**src/rtl/id_ex_stage_reg_pkg.sv**
```systemverilog
// Shared decode/execute pipeline definitions: metadata layout and the
// occupancy states of the ID/EX register.
package id_ex_stage_reg_pkg;

  localparam int META_W = 82;

  // Bit positions inside the forwarded operand metadata word
  localparam int RS1_USED     = 81;
  localparam int RS1_MSB      = 80;
  localparam int RS1_DATA_MSB = 75;
  localparam int RS2_USED     = 43;
  localparam int RS2_MSB      = 42;
  localparam int RS2_DATA_MSB = 37;
  localparam int RD_USED      = 5;
  localparam int RD_MSB       = 4;

  typedef enum logic {
    EMPTY = 1'b0,
    FULL  = 1'b1
  } state_t;

endpackage

```
**src/rtl/id_ex_stage_reg_sat_counter.sv**
```systemverilog
// Event counter that sticks at its all-ones value instead of wrapping.
module sat_counter #(
  parameter int CNT_W = 16
) (
  input  logic             clk_i,
  input  logic             rst_ni,
  input  logic             inc_i,
  output logic [CNT_W-1:0] cnt_o
);

  always_ff @(posedge clk_i or negedge rst_ni) begin
    if (!rst_ni) begin
      cnt_o <= '0;
    end else if (inc_i && (cnt_o != {CNT_W{1'b1}})) begin
      cnt_o <= cnt_o + 1'b1;
    end
  end

endmodule

```
**src/rtl/id_ex_stage_reg.sv**
```systemverilog
// ID/EX pipeline register with load-use bubble insertion, execute
// back-pressure hold, flush kill and saturating bubble/flush counters.
module id_ex_stage_reg
  import id_ex_stage_reg_pkg::*;
#(
  parameter int CTRL_W = 32,
  parameter int CNT_W  = 16
) (
  input  logic              clk_i,
  input  logic              rst_ni,
  input  logic              id_valid_i,
  input  logic [META_W-1:0] id_meta_i,
  input  logic [31:0]       id_pc_i,
  input  logic [CTRL_W-1:0] id_ctrl_i,
  input  logic              load_use_stall_i,
  input  logic              flush_i,
  input  logic              ex_ready_i,
  output logic              id_ready_o,
  output logic              ex_valid_o,
  output logic [META_W-1:0] ex_meta_o,
  output logic [31:0]       ex_pc_o,
  output logic [CTRL_W-1:0] ex_ctrl_o,
  output logic [CNT_W-1:0]  bubble_cnt_o,
  output logic [CNT_W-1:0]  flush_cnt_o
);

  state_t state;
  logic   do_hold;
  logic   do_bubble;

  // Priority: flush beats hold, hold beats bubble, anything left advances
  always_comb begin
    do_hold    = 1'b0;
    do_bubble  = 1'b0;
    id_ready_o = 1'b1;
    if (!flush_i) begin
      if ((state == FULL) && !ex_ready_i) begin
        do_hold    = 1'b1;
        id_ready_o = 1'b0;
      end else if (id_valid_i && load_use_stall_i) begin
        do_bubble  = 1'b1;
        id_ready_o = 1'b0;
      end
    end
  end

  always_ff @(posedge clk_i or negedge rst_ni) begin
    if (!rst_ni) begin
      state     <= EMPTY;
      ex_meta_o <= '0;
      ex_pc_o   <= '0;
      ex_ctrl_o <= '0;
    end else if (flush_i) begin
      state <= EMPTY;
    end else if (do_hold) begin
      state <= state;
    end else if (do_bubble) begin
      state <= EMPTY;
    end else begin
      state <= id_valid_i ? FULL : EMPTY;
      // Payload is left stale on an empty advance; it is ignored while invalid
      if (id_valid_i) begin
        ex_meta_o <= id_meta_i;
        ex_pc_o   <= id_pc_i;
        ex_ctrl_o <= id_ctrl_i;
      end
    end
  end

  assign ex_valid_o = (state == FULL);

  sat_counter #(.CNT_W(CNT_W)) u_bubble_cnt (
    .clk_i  (clk_i),
    .rst_ni (rst_ni),
    .inc_i  (do_bubble),
    .cnt_o  (bubble_cnt_o)
  );

  sat_counter #(.CNT_W(CNT_W)) u_flush_cnt (
    .clk_i  (clk_i),
    .rst_ni (rst_ni),
    .inc_i  (flush_i),
    .cnt_o  (flush_cnt_o)
  );

endmodule

```
**config.mk**
```make
export PLATFORM = sky130hd
export DESIGN_NAME = id_ex_stage_reg
export DESIGN_NICKNAME = d
export VERILOG_FILES = /design/src/rtl/id_ex_stage_reg_pkg.sv /design/src/rtl/id_ex_stage_reg_sat_counter.sv /design/src/rtl/id_ex_stage_reg.sv
export SDC_FILE = /design/constraint.sdc
export NUM_CORES = 1
export LEC_CHECK = 0
export ABC_AREA = 1
export BUFFER_PORTS_ARGS = -buffer_cell sky130_fd_sc_hd__buf_4
export CAP_MARGIN = 40
export CORE_AREA = 2 2 129 131
export DETAILED_ROUTE_END_ITERATION = 7
export DIE_AREA = 0 0 131 133
export PLACE_DENSITY = 0.81
export SLEW_MARGIN = 10
export SYNTH_ARGS = -nofsm -noshare
export SYNTH_HDL_FRONTEND = slang
export SYNTH_SLANG_ARGS = --single-unit
```
**constraint.sdc**
```tcl
create_clock -name clk_i -period 3.3 [get_ports clk_i]
set_input_delay 0.825 -clock clk_i [delete_from_list [all_inputs] [get_ports clk_i]]
set_output_delay 0.825 -clock clk_i [all_outputs]
set_load 0.01 [all_outputs]
```
==> results of run 1 <==
## power by group
part           switching [mW]  internal, mW
Sequential              0.265          2.55
Combinational           0.749         0.768
Clock                   0.937          1.02
Total                    1.95          4.34
## area by class of cell
type	count	area (um2)	area share [%]
Inverter	180	675.6	6.157
Sequential cell	179	4479	40.82
Clock inverter	14	143.9	1.311
Multi-Input combinational cell	524	2356	21.47
Timing Repair Buffer	338	2604	23.73
Clock buffer	18	439.2	4.002
Tap cell	220	275.3	2.509
## synthesized netlist by cell type
library cell / n
nand4_1: 9
o21ai_2: 4
nand3_2: 2
ha_1: 2
buf_4: 6
nor2_1: 33
dfrtp_1: 179
o31ai_1: 1
o21ai_0: 21
xor2_1: 9
nor3_1: 1
clkbuf_1: 2
inv_1: 178
buf_2: 13
a21boi_0: 1
buf_6: 14
o21ai_1: 137
nand3_1: 16
inv_2: 2
nand2_1: 278
xnor2_1: 1
nand2_2: 2
nor2_2: 5
nor2_4: 2
## cells by family (layout without fill, tap and decap cells)
kind of cell    Yosys count  count (layout)
compound gates          164             164
xor+xnor                 10              10
fa+ha+maj                 2               2
buf+inv                 215             550
flops                   179             179
simple gates            348             348
## state kept, by name, summed over array words and instances (netlist names)
name,flops
ex_meta_o,82
ex_pc_o,32
ex_ctrl_o,32
ex_valid_o,1
u_bubble_cnt.cnt_o,16
u_flush_cnt.cnt_o,16
## stage by stage
step | setup WS (ps) | util (%) | hold slack [ps]
6_report | 1062 | 67.85 | 394.0
5_1_grt | 1006 | 67.85 | 429.1
4_1_cts | 1058 | 67.85 | 401.0
3_5_place_dp | 769.1 | 64.25 | 474.6
3_3_place_gp | 836.1 | 64.25 | 468.8
2_1_floorplan | 1359 | - | 516.0
## worst max-delay path, delay by kind of cell
kind	cells	cell delay, ps
buf+inv	3	330
compound gates	1	190
simple gates	1	60
## layer usage
metal,global-route usage (%),routed length [um],vias to the layer above
met1,26.30,7734,3136
met2,42.08,10760,249
li1,-,-,3445
met4,8.570,505,0
met5,0,0,-
met3,7.238,1731,35
## worst paths after layout
check	end	slack (ps)
min in group clk_i	ex_meta_o[41]$_DFFE_PN0P_	490
max in group asynchronous	ex_meta_o[9]$_DFFE_PN0P_	2120
max	id_ready_o	1060
max reg2reg	u_bubble_cnt.cnt_o[10]$_DFFE_PN0P_	1300
min	u_flush_cnt.cnt_o[1]$_DFFE_PN0P_	390
min reg2reg	ex_meta_o[41]$_DFFE_PN0P_	490
==> impl_metrics.py, run 1 <==
metrics = {
    "outcome": {
        "status": "finished, final reports clean",
    },
    "final_layout": {
        "final_cell_mix": "buf_4, nand2_1, dfrtp_1, inv_1, o21ai_1",
        "postLayoutCellArea_mm2": 0.01097,
        "drive_gt1_share_pct": 30.89,
        "final_common_cell": "buf_4",
        "area_growth_syn_to_layout_pct": 41.06,
        "nNetsFinal": 1394,
        "antennaDiodeCount": 0,
        "fillCellCount": 1286,
        "finalNonFillerCells": 1473,
    },
    "placement": {
        "io_buffers": 331,
        "dpl_cell_area_mm2": 0.01039,
        "dp_cells": 1441,
        "gp_congestion": 0.8012,
        "hpwl_um": 15420,
    },
    "critical_path": {
        "crit_top_cell": "buf_4",
        "crit_chain": "buf_4 > nand2_1 > inv_1 > o21ai_2 > buf_4",
        "r2r-start": "u_bubble_cnt.cnt_o[0]$_DFFE_PN0P_",
        "cp-startpoint": "id_valid_i",
        "cp.arrival_ps": 1410,
        "critPathMaxStageDelay_ps": 190,
        "cp_max_fo": 2,
        "cp.required_ps": 2470,
        "ff2ff_path_depth": 9,
        "worstSetupPathType": "primary input to output port",
        "worstSetupStartpointType": "primary input",
        "crit_slowest_cell": "o21ai_2",
        "critPathCaptureType": "output port",
    },
    "grt": {
        "grt_pass1_vias": 6576,
        "grt_max_degree": 83,
        "grt_use_total_pct": 23.63,
        "antenna_found_initial": 0,
        "grt_first_pass_wirelength_um": 32160,
        "gr-total-overflow": 0,
    },
    "clock_network": {
        "clock-root-buffer": "clkbuf_16",
        "cts_tree": "yes",
        "cts_setup_buffers": 0,
        "clk_latency_ps": 420,
        "ctsLongestPathBuffers": 2,
        "numClockSinks": 179,
        "hold_buffers": 0,
        "cts-resized-gates": 0,
        "cts_buffers": 17,
        "clk_pin_slew_ps": 70,
        "htreeDepth": 4,
    },
    "sta": {
        "final_max_slew_viol_count": 0,
        "setup_tns_ps": 0,
        "rsz0062_at_grt": "no",
        "tightest_slew_ps": 611.4,
        "period_share_pct": 67.82,
        "max_freq_ghz": 0.4468,
        "slew_headroom_pct": 59.24,
        "setup_viol": 0,
        "period_needed_ps": 2238,
        "hold_viol_final": 0,
        "fin_skew_ps": 8.834,
    },
    "pwr": {
        "peakVddDrop_mv": 0.3259,
        "p_per_area_mw_per_mm2": 572.9,
        "p_leak_nw": 6.092,
        "total_power_mw": 6.286,
    },
    "synth": {
        "ys_seq_area_share_pct": 57.58,
        "synth_top_cell_area_share_pct": 57.58,
        "synth_area_mm2": 0.007779,
        "synth_mux_area_share_pct": 0,
        "yosys.area_share.simple_pct": 17.93,
        "synth_top_area_cell": "dfrtp_1",
        "synthAdderAreaFrac_pct": 0.3217,
        "synth_top_family_by_area": "simple AND/OR/NAND/NOR gates",
        "ys_types": 24,
        "netlist_instances": 918,
        "syn_area_per_cell_um2": 8.474,
        "syn_nets": 1072,
        "synthTopCellsByArea": "dfrtp_1, nand2_1, o21ai_1, inv_1, buf_6",
        "synth-seq-cells": 179,
        "synth_compound_area_share_pct": 10.81,
        "synth_xor_xnor_area_share_pct": 1.126,
        "yosys_warnings": 0,
    },
    "drt": {
        "drt_iter0_drc": 399,
        "vias_per_cell": 4.661,
        "wirelength_um": 20730,
        "drtPass1Iterations": 5,
        "ant_nets": 0,
        "drc": 0,
        "post_drt_wl_per_cell_um": 14.07,
        "vias": 6865,
    },
    "flow_run": {
        "cap_violations": 0,
    },
    "die": {
        "die_w_um": 131,
        "initial_core_util_pct": 48.10,
        "dieHeight_um": 133,
        "io_pins": 332,
        "design.die.area_mm2": 0.01742,
        "core_area_mm2": 0.01617,
        "num_rows": 47,
    },
    "min_path": {
        "hold_class": "primary input to asynchronous set/reset pin",
    },
}
Note: power is estimated with default switching activity, not from simulation.
==> run 2: changes to the inputs <==
--- a/config.mk
+++ b/config.mk
@@ -8,10 +8,11 @@
 export ABC_AREA = 1
 export BUFFER_PORTS_ARGS = -buffer_cell sky130_fd_sc_hd__buf_4
 export CAP_MARGIN = 40
-export CORE_AREA = 2 2 129 131
+export CORE_ASPECT_RATIO = 1.5
+export CORE_MARGIN = 2
+export CORE_UTILIZATION = 43
 export DETAILED_ROUTE_END_ITERATION = 7
-export DIE_AREA = 0 0 131 133
-export PLACE_DENSITY = 0.81
+export PLACE_DENSITY = 0.76
 export SLEW_MARGIN = 10
 export SYNTH_ARGS = -nofsm -noshare
 export SYNTH_HDL_FRONTEND = slang
==> constraint.sdc (replaced) <==
create_clock -name clk_i -period 1.83 [get_ports clk_i]
set_input_delay 0.4575 -clock clk_i [delete_from_list [all_inputs] [get_ports clk_i]]
set_output_delay 0.4575 -clock clk_i [all_outputs]
set_load 0.01 [all_outputs]
==> run 2 against run 1 <==
Net effect:
- critical path depth shrank 1
- non-clock buffer count grew 17
- clock-buffer cell count is the same
- clock power grew 82%
- cell area grew 1.5%
- critical path type is now register to output port
==> impl_metrics.py, run 2 (synthesis gave the netlist of run 1 again) <==
metrics = {
    "outcome": {
        "status": "finished, final reports clean",
    },
    "grt": {
        "gr-total-overflow": 0,
        "antenna_found_initial": 0,
        "grt_pass1_vias": 6647,
        "grt_use_total_pct": 22.04,
        "grt_max_degree": 62,
        "grt_first_pass_wirelength_um": 32940,
    },
    "die": {
        "die_w_um": 113.8,
        "initial_core_util_pct": 43.54,
        "design.die.area_mm2": 0.01920,
        "dieHeight_um": 168.7,
        "num_rows": 60,
        "core_area_mm2": 0.01787,
        "io_pins": 332,
    },
    "final_layout": {
        "regMostFlops": "ex_meta_o",
        "fillCellCount": 1540,
        "reg_top3": "ex_meta_o: 82 flops, ex_ctrl_o: 32 flops, ex_pc_o: 32 flops",
        "seq_area_mm2": 0.004479,
        "nNetsFinal": 1411,
        "largest_register_ffs": 82,
        "final_common_cell": "buf_4",
        "drive_gt1_share_pct": 31.73,
        "final_cell_mix": "buf_4, nand2_1, dfrtp_1, inv_1, o21ai_1",
        "antennaDiodeCount": 0,
        "area_growth_syn_to_layout_pct": 43.24,
        "multi_input_area_mm2": 0.002356,
    },
    "sta": {
        "setup_viol": 0,
        "fin_skew_ps": 9.454,
        "worst_hold_slack_ps": 205.8,
        "final_max_slew_viol_count": 0,
        "rsz0062_at_grt": "no",
        "period_needed_ps": 1745,
        "period_share_pct": 95.33,
        "hold_viol_final": 0,
        "tightest_slew_ps": 327.3,
        "slew_headroom_pct": 78.13,
        "setup_tns_ps": 0,
        "max_freq_ghz": 0.5732,
    },
    "critical_path": {
        "worstSetupStartpointType": "register",
        "worstSetupPathType": "register to output port",
        "critPathCaptureType": "output port",
        "cp.arrival_ps": 1290,
        "cp.required_ps": 1370,
        "cp_max_fo": 2,
    },
    "flow_run": {
        "cap_violations": 0,
    },
    "drt": {
        "vias": 6824,
        "drc": 0,
        "post_drt_wl_per_cell_um": 14.23,
        "ant_nets": 0,
        "wirelength_um": 21170,
        "vias_per_cell": 4.589,
        "drtPass1Iterations": 4,
        "drt_iter0_drc": 305,
    },
    "placement": {
        "io_buffers": 331,
        "gp_congestion": 0.8218,
        "hpwl_um": 16350,
    },
    "pwr": {
        "peakVddDrop_mv": 0.5944,
        "total_power_mw": 11.47,
        "p_per_area_mw_per_mm2": 1029,
        "p_leak_nw": 6.194,
    },
    "clock_network": {
        "cts_tree": "yes",
        "cts_buffers": 17,
        "ctsLongestPathBuffers": 2,
        "clk_latency_ps": 430,
        "numClockSinks": 179,
        "htreeDepth": 4,
        "clock-root-buffer": "clkbuf_16",
        "clk_pin_slew_ps": 70,
        "cts-resized-gates": 0,
    },
    "min_path": {
        "hold_class": "primary input to register",
    },
}
run 2: changes by cell type in the layout (fill, tap and decap cells not counted):
cell           delta
dlygate4sd3_1     +1
buf_4            +12
clkinvlp_4        +1
buf_12            +4
clkinv_8          -1
clkinv_4          -6
inv_6             +3
inv_8             +2
clkinv_2          +1
run 2: what timing repair did:
| action | 4_1_cts | 5_1_grt |
|---|---|---|
| hold buffers | 1 | 0 |
| hold endpoints to repair | 22 | 0 |
| buffers inserted | 0 | 0 |
run 2: stage by stage:
step	setup WS, ps	util (%)	area, um2	std cells
floorplan	323.7	-	7779	918
global placement	162.9	59.08	10560	1454
finish	85.45	62.36	11140	1487
detailed placement	102.9	59.08	10560	1454
CTS	61.99	62.36	11140	1487
global route	3.889	62.36	11140	1487
run 2: worst paths after layout:
check | slack [ps] | from | to | depth (start not counted)
max | 90 | ex_valid_o$_DFFE_PN0P_ | id_ready_o | 4
min | 210 | ex_ready_i | ex_valid_o$_DFFE_PN0P_ | 2
max reg2reg | 170 | u_bubble_cnt.cnt_o[1]$_DFFE_PN0P_ | u_bubble_cnt.cnt_o[11]$_DFFE_PN0P_ | 9
min reg2reg | 490 | ex_meta_o[49]$_DFFE_PN0P_ | ex_meta_o[49]$_DFFE_PN0P_ | 2
max in group asynchronous | 800 | rst_ni | ex_meta_o[66]$_DFFE_PN0P_ | 3
min in group asynchronous | 480 | rst_ni | u_bubble_cnt.cnt_o[3]$_DFFE_PN0P_ | 2
run 2: cell type report:
class | instances | share of cell area (%)
clock buffer | 18 | 3.942
clock inverter | 14 | 1.224
inverter | 180 | 6.064
multi-input combinational | 524 | 21.15
sequential | 179 | 40.20
tap | 217 | 2.437
timing repair buffer | 355 | 24.99
run 2: power breakdown:
part           total (mW)  switching, mW  internal (mW)
Sequential           5.06          0.472           4.59
Clock                3.56           1.71           1.85
Combinational        2.85           1.40           1.45
run 2: critical path, stage by stage (launching register included):
cell and delay, ps:
dfrtp_1 380, inv_1 70, nor2_1 70, o21ai_2 180, buf_4 160
run 2: layer usage:
metal / share of wire, % / wire, um / GRT usage [%]
met1: 37 / 7864 / 23.18
met2: 52 / 10900 / 39.63
met3: 7.8 / 1647 / 7.376
met4: 3.5 / 750 / 9.756
met5: 0 / 0 / 0
==> run 3: changes to the inputs <==
--- a/config.mk
+++ b/config.mk
@@ -9,7 +9,7 @@
 export BUFFER_PORTS_ARGS = -buffer_cell sky130_fd_sc_hd__buf_4
 export CAP_MARGIN = 40
 export CORE_ASPECT_RATIO = 1.5
-export CORE_MARGIN = 2
+export CORE_MARGIN = 10
 export CORE_UTILIZATION = 43
 export DETAILED_ROUTE_END_ITERATION = 7
 export PLACE_DENSITY = 0.76
==> run 3 against run 2 <==
Net effect:
- clock-buffer cell count did not move
- first-iteration DRC count rose by 44%
- critical endpoint unchanged
- fmax fell by 1.5%
- combinational power barely moved
- non-clock buffer count fell by 1
==> impl_metrics.py, run 3 (synthesis gave the netlist of run 1 again) <==
metrics = {
    "critical_path": {
        "worstSetupStartpointType": "register",
        "crit_slowest_cell": "dfrtp_1",
        "worstSetupPathType": "register to output port",
        "crit_chain": "inv_2 > nor2_2 > o21ai_2 > buf_4",
        "cp_top_family": "flip-flops",
        "crit_buf_inv": 2,
        "critPathCaptureType": "output port",
        "cp_max_fo": 2,
        "cp.arrival_ps": 1310,
        "critPathMaxStageDelay_ps": 390,
        "cp.required_ps": 1370,
    },
    "drt": {
        "wirelength_um": 24100,
        "vias_per_cell": 4.618,
        "vias": 6863,
        "post_drt_wl_per_cell_um": 16.22,
        "drc": 0,
        "drtPass1Iterations": 4,
        "drt_iter0_drc": 438,
        "ant_nets": 0,
    },
    "die": {
        "dieHeight_um": 184.7,
        "design.die.area_mm2": 0.02398,
        "io_pins": 332,
        "initial_core_util_pct": 43.54,
        "die_w_um": 129.8,
        "num_rows": 60,
        "core_area_mm2": 0.01787,
    },
    "placement": {
        "dp_cells": 1452,
        "gp_congestion": 0.8675,
        "dpl_cell_area_mm2": 0.01057,
        "hpwl_um": 19320,
        "io_buffers": 331,
    },
    "outcome": {
        "status": "finished, final reports clean",
    },
    "pwr": {
        "p_per_area_mw_per_mm2": 1032,
        "power_frac_comb_pct": 24.9,
        "peakVddDrop_mv": 0.5339,
        "p_seq_share_pct": 44.1,
        "total_power_mw": 11.52,
        "p_leak_nw": 6.193,
        "p_int_mw": 7.874,
        "p_sw_mw": 3.647,
        "power.share.clock_pct": 31.0,
        "p_sw_share_pct": 31.65,
    },
    "final_layout": {
        "reg_top3": "ex_meta_o: 82 flops, ex_ctrl_o: 32 flops, ex_pc_o: 32 flops",
        "regMostFlops": "ex_meta_o",
        "nNetsFinal": 1410,
        "drive_gt1_share_pct": 31.84,
        "antennaDiodeCount": 0,
        "final_cell_mix": "buf_4, nand2_1, dfrtp_1, inv_1, o21ai_1",
        "area_growth_syn_to_layout_pct": 43.53,
        "finalNonFillerCells": 1486,
        "final_common_cell": "buf_4",
        "postLayoutCellArea_mm2": 0.01116,
        "largest_register_ffs": 82,
    },
    "sta": {
        "slew_headroom_pct": 65.99,
        "setup_tns_ps": 0,
        "period_share_pct": 96.75,
        "rsz0062_at_grt": "no",
        "tightest_slew_ps": 510.2,
        "hold_viol_final": 0,
        "setup_viol": 0,
        "max_freq_ghz": 0.5648,
        "final_max_slew_viol_count": 0,
        "period_needed_ps": 1771,
        "fin_skew_ps": 8.268,
    },
    "clock_network": {
        "clk_pin_slew_ps": 70,
        "numClockSinks": 179,
        "cts_tree": "yes",
        "htreeDepth": 4,
        "cts_buffers": 17,
        "ctsLongestPathBuffers": 2,
        "clock-root-buffer": "clkbuf_16",
        "clk_latency_ps": 420,
    },
    "grt": {
        "antenna_found_initial": 0,
        "grt_pass1_vias": 6870,
        "gr-total-overflow": 0,
        "grt_use_total_pct": 19.97,
        "grt_first_pass_wirelength_um": 37100,
        "grt_max_degree": 59,
    },
    "flow_run": {
        "cap_violations": 0,
    },
    "min_path": {
        "hold_class": "primary input to register",
    },
}
[run 3: metal layers]
metal	global-route usage, %	up-vias	routed length, um
met5	0	-	0
met4	7.852	0	681
met3	6.960	32	1971
met2	34.26	221	12300
met1	21.99	3131	9140
li1	-	3479	-
[run 3: worst paths after layout]
kind                                                         from                                  to  slack (ps)  cells past startpoint
worst min-delay path                                      flush_i              ex_valid_o$_DFFE_PN0P_         230                      2
max in group asynchronous                                  rst_ni           ex_meta_o[28]$_DFFE_PN0P_         770                      3
worst min register to register          ex_meta_o[40]$_DFFE_PN0P_           ex_meta_o[40]$_DFFE_PN0P_         490                      2
worst max register to register  u_bubble_cnt.cnt_o[1]$_DFFE_PN0P_  u_bubble_cnt.cnt_o[11]$_DFFE_PN0P_         190                      9
min in group asynchronous                                  rst_ni           ex_meta_o[69]$_DFFE_PN0P_         460                      2
worst max-delay path                       ex_valid_o$_DFFE_PN0P_                          id_ready_o          60                      4
[run 3: power by group through the flow]
| stage | sequential, mW | clock [mW] | combinational (mW) |
|---|---|---|---|
| finish | 5.09 | 3.57 | 2.87 |
| global route | 5.17 | 3.84 | 3.19 |
| CTS | 5.08 | 3.67 | 2.92 |
| detailed placement | 5.14 | 0 | 2.91 |
| global placement | 5.13 | 0 | 2.85 |
| floorplan | 5.38 | 0 | 0.884 |
[run 3: cell type report]
class                      count  area (um2)
fill                        1558        6703
sequential                   179        4479
timing repair buffer         354        2801
multi-input combinational    524        2359
inverter                     180       675.6
clock buffer                  18       439.2
tap                          217       271.5
clock inverter                14       138.9
[run 3: per-stage QoR]
| stage | setup slack (ps) | util, % | hold WS (ps) |
|---|---|---|---|
| 3_5_place_dp | 76.22 | 59.14 | 349.2 |
| 6_report | 59.46 | 62.49 | 226.4 |
| 4_1_cts | 47.48 | 62.43 | 202.6 |
| 2_1_floorplan | 323.7 | - | 161.9 |
| 5_1_grt | 2.210 | 62.49 | 216.1 |
| 3_3_place_gp | 105.5 | 59.14 | 348.5 |
[run 3: worst reg2reg max path, stage by stage, from the launching register on]
cell and delay [ps]:
dfrtp_1 410, ha_1 280, nand3_2 130, inv_1 90, nand2_1 90, nor2_1 160, nor2_2 70, buf_4 170
nand2_1 70, o21ai_1 60
[run 3: what timing repair did]
| item | CTS | global route |
|---|---|---|
| endpoints found under the setup margin | 0 | 1 |
| endpoints found under the hold margin | 22 | 0 |
| gates resized for setup | 0 | 2 |
| buffers inserted | 0 | 1 |
| hold buffers | 1 | 0 |
